File: config.mk
export PLATFORM = sky130hd
export DESIGN_NAME = spr_core_ctrl
export DESIGN_NICKNAME = d
export VERILOG_FILES = /design/src/rtl/spr_pkg.sv /design/src/rtl/spr_sync_delay.sv /design/src/rtl/spr_core_ctrl.sv
export SDC_FILE = /design/constraint.sdc
export NUM_CORES = 1
export LEC_CHECK = 0
export BUFFER_PORTS_ARGS = -buffer_cell sky130_fd_sc_hd__buf_4
export CAP_MARGIN = 20
export CORE_MARGIN = 2
export CORE_UTILIZATION = 45
export CTS_BUF_LIST = sky130_fd_sc_hd__clkbuf_8
export DETAILED_ROUTE_END_ITERATION = 16
export GPL_ROUTABILITY_DRIVEN = 0
export PLACE_DENSITY = 0.78
export SLEW_MARGIN = 20
export SYNTH_ARGS = -nofsm -noshare
export SYNTH_HDL_FRONTEND = slang
export SYNTH_HIERARCHICAL = 1
export SYNTH_SLANG_ARGS = --single-unit
export TNS_END_PERCENT = 1
File: constraint.sdc
create_clock -name clk -period 2.7 [get_ports clk]
set_input_delay 0.54 -clock clk [delete_from_list [all_inputs] [get_ports clk]]
set_output_delay 0.54 -clock clk [all_outputs]
set_load 0.01 [all_outputs]
File: src/rtl/spr_pkg.sv
// Shared types and defaults for the SPR core timing controller.
package spr_pkg;

  typedef enum logic [1:0] {
    S_SYNC  = 2'd0,
    S_IDLE  = 2'd1,
    S_FRAME = 2'd2,
    S_LINE  = 2'd3
  } spr_state_e;

  localparam int XW_DEF       = 12;
  localparam int YW_DEF       = 12;
  localparam int CORE_LAT_DEF = 2;
  localparam int H_MAX_DEF    = 4095;
  localparam int SYNC_W       = 3;

endpackage

File: src/rtl/spr_sync_delay.sv
// Fixed-depth shift register that carries the sync bundle alongside the core pipeline.
module spr_sync_delay
  import spr_pkg::*;
#(
  parameter int W     = SYNC_W,
  parameter int DEPTH = CORE_LAT_DEF
) (
  input  logic         clk,
  input  logic         rst_n,
  input  logic [W-1:0] d_i,
  output logic [W-1:0] q_o
);

  logic [W-1:0] stage_q [DEPTH];

  always_ff @(posedge clk or negedge rst_n) begin
    if (!rst_n) begin
      for (int i = 0; i < DEPTH; i++) stage_q[i] <= '0;
    end else begin
      stage_q[0] <= d_i;
      for (int i = 1; i < DEPTH; i++) stage_q[i] <= stage_q[i-1];
    end
  end

  assign q_o = stage_q[DEPTH-1];

endmodule

File: src/rtl/spr_core_ctrl.sv
// Timing/sequencing controller for the SPR cores: frame FSM, config shadowing,
// pixel/line counters, line-width checks and latency-matched output sync.
module spr_core_ctrl
  import spr_pkg::*;
#(
  parameter int XW       = XW_DEF,
  parameter int YW       = YW_DEF,
  parameter int CORE_LAT = CORE_LAT_DEF,
  parameter int H_MAX    = H_MAX_DEF
) (
  input  logic          clk,
  input  logic          rst_n,
  input  logic          i_hs,
  input  logic          i_vs,
  input  logic          cfg_sep_case,
  input  logic          cfg_core_en,
  input  logic          err_clr,
  output logic          spr_sep_case,
  output logic          core_en,
  output logic [XW-1:0] x_cnt,
  output logic [YW-1:0] y_cnt,
  output logic          o_hs,
  output logic          o_vs,
  output logic          o_de,
  output logic          frame_done,
  output logic [YW-1:0] lines_last,
  output logic          err_hlong,
  output logic          err_width
);

  localparam logic [XW-1:0] H_LAST = XW'(H_MAX - 1);

  spr_state_e    state_q, state_d;
  logic          sep_q, sep_d, en_q, en_d;
  logic [XW-1:0] x_q, x_d, x_cur, line_len, ref_q, ref_d;
  logic          ref_vld_q, ref_vld_d;
  logic [YW-1:0] y_q, y_d, lines_q, lines_d;
  logic          done_q, done_d, err_h_q, err_h_d, err_w_q, err_w_d, width_set;
  logic          leave_idle, in_frame, pix_act, line_end, frame_end, shadow_en;
  logic [SYNC_W-1:0] sync_in, sync_out;

  always_ff @(posedge clk or negedge rst_n) begin
    if (!rst_n) state_q <= S_SYNC;
    else        state_q <= state_d;
  end

  // Loss of i_vs always wins over i_hs activity.
  always_comb begin
    state_d = state_q;
    case (state_q)
      S_SYNC:  if (!i_vs) state_d = S_IDLE;
      S_IDLE:  if (i_vs) state_d = i_hs ? S_LINE : S_FRAME;
      S_FRAME: if (!i_vs) state_d = S_IDLE; else if (i_hs) state_d = S_LINE;
      S_LINE:  if (!i_vs) state_d = S_IDLE; else if (!i_hs) state_d = S_FRAME;
      default: state_d = S_SYNC;
    endcase
  end

  // On the frame-start cycle the live cfg is used so the first pixel already sees it.
  always_comb begin
    leave_idle   = (state_q == S_IDLE) && (state_d != S_IDLE);
    in_frame     = (state_q == S_FRAME) || (state_q == S_LINE);
    pix_act      = (state_d == S_LINE);
    line_end     = (state_q == S_LINE) && (state_d != S_LINE);
    frame_end    = in_frame && (state_d == S_IDLE);
    shadow_en    = leave_idle ? cfg_core_en  : en_q;
    spr_sep_case = leave_idle ? cfg_sep_case : sep_q;
    core_en      = i_hs & i_vs & shadow_en & pix_act;
  end

  always_comb begin
    x_cur = '0;
    if (state_q == S_LINE) x_cur = (x_q == H_LAST) ? x_q : x_q + XW'(1);
    x_cnt    = pix_act ? x_cur : x_q;
    line_len = x_q + XW'(1);
  end

  always_comb begin
    x_d       = pix_act ? x_cur : x_q;
    sep_d     = spr_sep_case;
    en_d      = shadow_en;
    y_d       = y_q;
    ref_d     = ref_q;
    ref_vld_d = ref_vld_q;
    width_set = 1'b0;
    if (line_end) begin
      y_d = y_q + YW'(1);
      if (!ref_vld_q) begin
        ref_d     = line_len;
        ref_vld_d = 1'b1;
      end else if (line_len != ref_q) begin
        width_set = 1'b1;
      end
    end
    if (leave_idle || frame_end) begin
      y_d       = '0;
      ref_vld_d = 1'b0;
    end
    done_d  = frame_end;
    lines_d = frame_end ? (y_q + YW'(line_end)) : lines_q;
    err_h_d = (pix_act && (x_cur == H_LAST)) | (err_h_q & ~err_clr);
    err_w_d = width_set | (err_w_q & ~err_clr);
  end

  always_ff @(posedge clk or negedge rst_n) begin
    if (!rst_n) begin
      x_q       <= '0;
      y_q       <= '0;
      ref_q     <= '0;
      ref_vld_q <= 1'b0;
      sep_q     <= 1'b0;
      en_q      <= 1'b0;
      lines_q   <= '0;
      done_q    <= 1'b0;
      err_h_q   <= 1'b0;
      err_w_q   <= 1'b0;
    end else begin
      x_q       <= x_d;
      y_q       <= y_d;
      ref_q     <= ref_d;
      ref_vld_q <= ref_vld_d;
      sep_q     <= sep_d;
      en_q      <= en_d;
      lines_q   <= lines_d;
      done_q    <= done_d;
      err_h_q   <= err_h_d;
      err_w_q   <= err_w_d;
    end
  end

  assign y_cnt      = y_q;
  assign lines_last = lines_q;
  assign frame_done = done_q;
  assign err_hlong  = err_h_q;
  assign err_width  = err_w_q;

  assign sync_in = {i_hs, i_vs, i_hs & i_vs};

  spr_sync_delay #(
    .W     (SYNC_W),
    .DEPTH (CORE_LAT)
  ) u_sync_delay (
    .clk   (clk),
    .rst_n (rst_n),
    .d_i   (sync_in),
    .q_o   (sync_out)
  );

  assign {o_hs, o_vs, o_de} = sync_out;

endmodule

==> flow_summary.yaml <==
yosys:
  yosys_warnings: 6
  synth.most_common_cell: "dfrtp_1"
  synthFlopType: "dfrtp_1"
  synthArstFlopShare_pct: 100.0
  syn-num-nets: 374
  synth.area.top_cells: "dfrtp_1 (47%), o21ai_0 (7.3%), nand2_1 (5.7%)"
  synth_top_area_share_pct: 46.97
  synthCells: 361
  yosys-top-cells-count: "dfrtp_1 (62), nand2_1 (50), o21ai_0 (48)"
  ys_seq_area_share_pct: 46.97
  synth_area_sq_um: 3303
  yosysTopAreaCell: "dfrtp_1"
  synth_cell_types: 45
  ys_seq_elements: 62
  syn_avg_cell_area_sq_um: 9.150
  synth_edf_count: 0
global_route:
  grt_pass1_wl_um: 12100
  grt_use_total_pct: 20.00
  grt_max_degree: 63
  gr-total-overflow: 0
  grt_pass1_vias: 2423
  antenna_found_initial: 0
pwr:
  p_leak_nw: 1.872
  worst_ir_drop_vdd_mv: 0.2337
  total_power_mw: 2.303
  powerDensity_nw_per_um2: 556.7
worst_setup_path:
  crit_slowest_cell: "dfrtp_1"
  critical_path_class: "flop to primary output"
  critPathMaxFanout: 6
  worstPathArrival_ps: 2220
  cp-end-kind: "primary output"
  cp-start-kind: "flop"
  crit_chain: "inv_2 -> ha_4 -> nand4_1 -> nor4_4 -> buf_12 -> buf_8 -> nor3b_2 -> a21oi_2 -> o21ai_2 -> buf_4"
  cp.required_ps: 2160
  max_stage_delay_ps: 430
status:
  status: "complete, but fails checks"
  violations: "setup timing"
layout:
  drive_above_1_share_pct: 25.71
  nets: 432
  fin_cells: 523
  fin_util_pct: 57.66
  area_growth_pct: 25.27
  antenna_cells: 0
floorplanning:
  coreArea_sq_um: 7176
  ios: 51
  fp-row-count: 31
  die_h_um: 89.68
  dieArea_sq_um: 8042
  floorplan.die.width_um: 89.68
  start_util_pct: 46.03
clock_tree:
  insertion_delay_ps: 350
  cts_htree_levels: 3
  clock-sinks: 62
  cts_buffers: 9
  cts-root-buf: "clkbuf_8"
  cts_buffer_depth: 2
  clkSlewWorstSetupHoldPaths_ps: 70
  cts_tree: "yes"
sta:
  tightest_slew_ps: 772.2
  fin_crit_ps: 2756
  rsz0062_at_grt: "true"
  finalSetupViolCount: 4
  maxSlewHeadroom_pct: 48.52
  tns_ps: -166.1
  period_share_pct: 102.1
  max_freq_mhz: 362.8
  drv_slew: 0
  skew_ps: 7.794
  fin_ws_ps: -56.04
  hold_viol: 0
job:
  maxCapViolCount: 0
place:
  dpl.hpwl_um: 5394
  dp.cells: 501
  portBuffers: 50
routing:
  drt-pass1-iter-count: 5
  drtIter0Drc: 231
  viasPerCell: 5.413
  antenna_left: 0
  vias: 2831
  wire_per_inst_um: 15.37
  drc_errors: 0
  routed_wl_um: 8037
min_path:
  hold_path_class: "input port to async pin"
[metal layers]
layer	track usage (%)	vias up	share of wire (%)	routed length [um]
li1	-	1348	-	-
met1	28.63	1366	45	3619
met2	29.14	97	46	3719
met3	4.296	20	5.7	455
met4	8.955	0	3.0	243
met5	0	-	0	0
[stage by stage]
stage,worst slack (ps),hold slack [ps],area (sq um)
finish,-56.04,260.7,4138
floorplan,301.0,244.4,3303
CTS,9.041,296.9,4016
global route,-171.4,311.8,4138
detailed placement,223.9,338.5,3797
global placement,211.8,332.3,3797
[power breakdown]
part | switching [mW] | internal (mW) | total, mW
registers | 0.0712 | 0.994 | 1.06
logic | 0.197 | 0.180 | 0.377
clock network | 0.385 | 0.476 | 0.862
[layout by cell type (no fill, tap or decap), types with 3 or more instances in the layout]
cell	count
a21oi_1	11
and3_1	6
buf_4	65
clkbuf_8	11
dfrtp_1	58
dfrtp_2	4
ha_1	5
inv_1	7
mux2_2	4
nand2_1	50
nand2b_1	4
nand3_1	9
nand4_1	8
nor2_1	36
nor2b_1	3
nor3_1	5
o21a_1	3
o21ai_0	37
o21ai_1	7
o21ai_2	4
o31ai_1	3
xnor2_1	20
xor2_1	21
[flip-flops by register name (all words and copies together) (netlist names)]
name / cells
ref_vld_q: 1
frame_done: 1
lines_last: 12
en_q: 1
state_q: 2
y_cnt: 12
ref_q: 12
x_q: 12
err_hlong: 1
u_sync_delay/stage_q: 3
u_sync_delay/q_o: 3
sep_q: 1
err_width: 1
[critical path: cells and delay by family (launching register included)]
kind	cells	cell delay (ps)
AO/OA/AOI/OAI	2	220
AND/OR/NAND/NOR	3	570
adder cells (fa/ha/maj)	1	110
buffers and inverters	4	540
flip-flops	1	430
[cells by family after synthesis]
family	synth area share [%]
buffers and inverters	4.621
XOR/XNOR	10.87
multiplexers	1.970
AND/OR/NAND/NOR	19.96
AO/OA/AOI/OAI	13.33
adder cells (fa/ha/maj)	2.273
flip-flops	46.97
[path summary, 6_finish.rpt]
check / start / to / slack (ps) / depth (start not counted)
worst max-delay path: x_q[0] / x_cnt[0] / -60 / 10
worst min-delay path: rst_n / x_q[4] / 260 / 1
worst max register to register: x_q[0] / err_width / 390 / 7
worst min register to register: u_sync_delay/stage_q[5] / u_sync_delay/q_o[2] / 350 / 0
max in group asynchronous: rst_n / x_q[1] / 1900 / 1
min in group clk: i_hs / u_sync_delay/stage_q[5] / 320 / 1
[area by class of cell]
type                    count  area (sq um)
flip-flops and latches     62          1556
fillers                   615          3038
multi-input cells         268          1654
well taps                  99         123.9
clock buffers              11         151.4
inverters                   8         30.03
repair buffers             70         565.5
clock inverters             5         56.30
[what timing repair did]
| action | CTS | global route |
|---|---|---|
| endpoints found under the setup margin | 8 | 12 |
| pin swaps | 0 | 5 |
| hold buffers | 0 | 0 |
| setup buffers | 0 | 6 |
| gates resized for setup | 5 | 28 |
(Power assumes the default switching activity.)
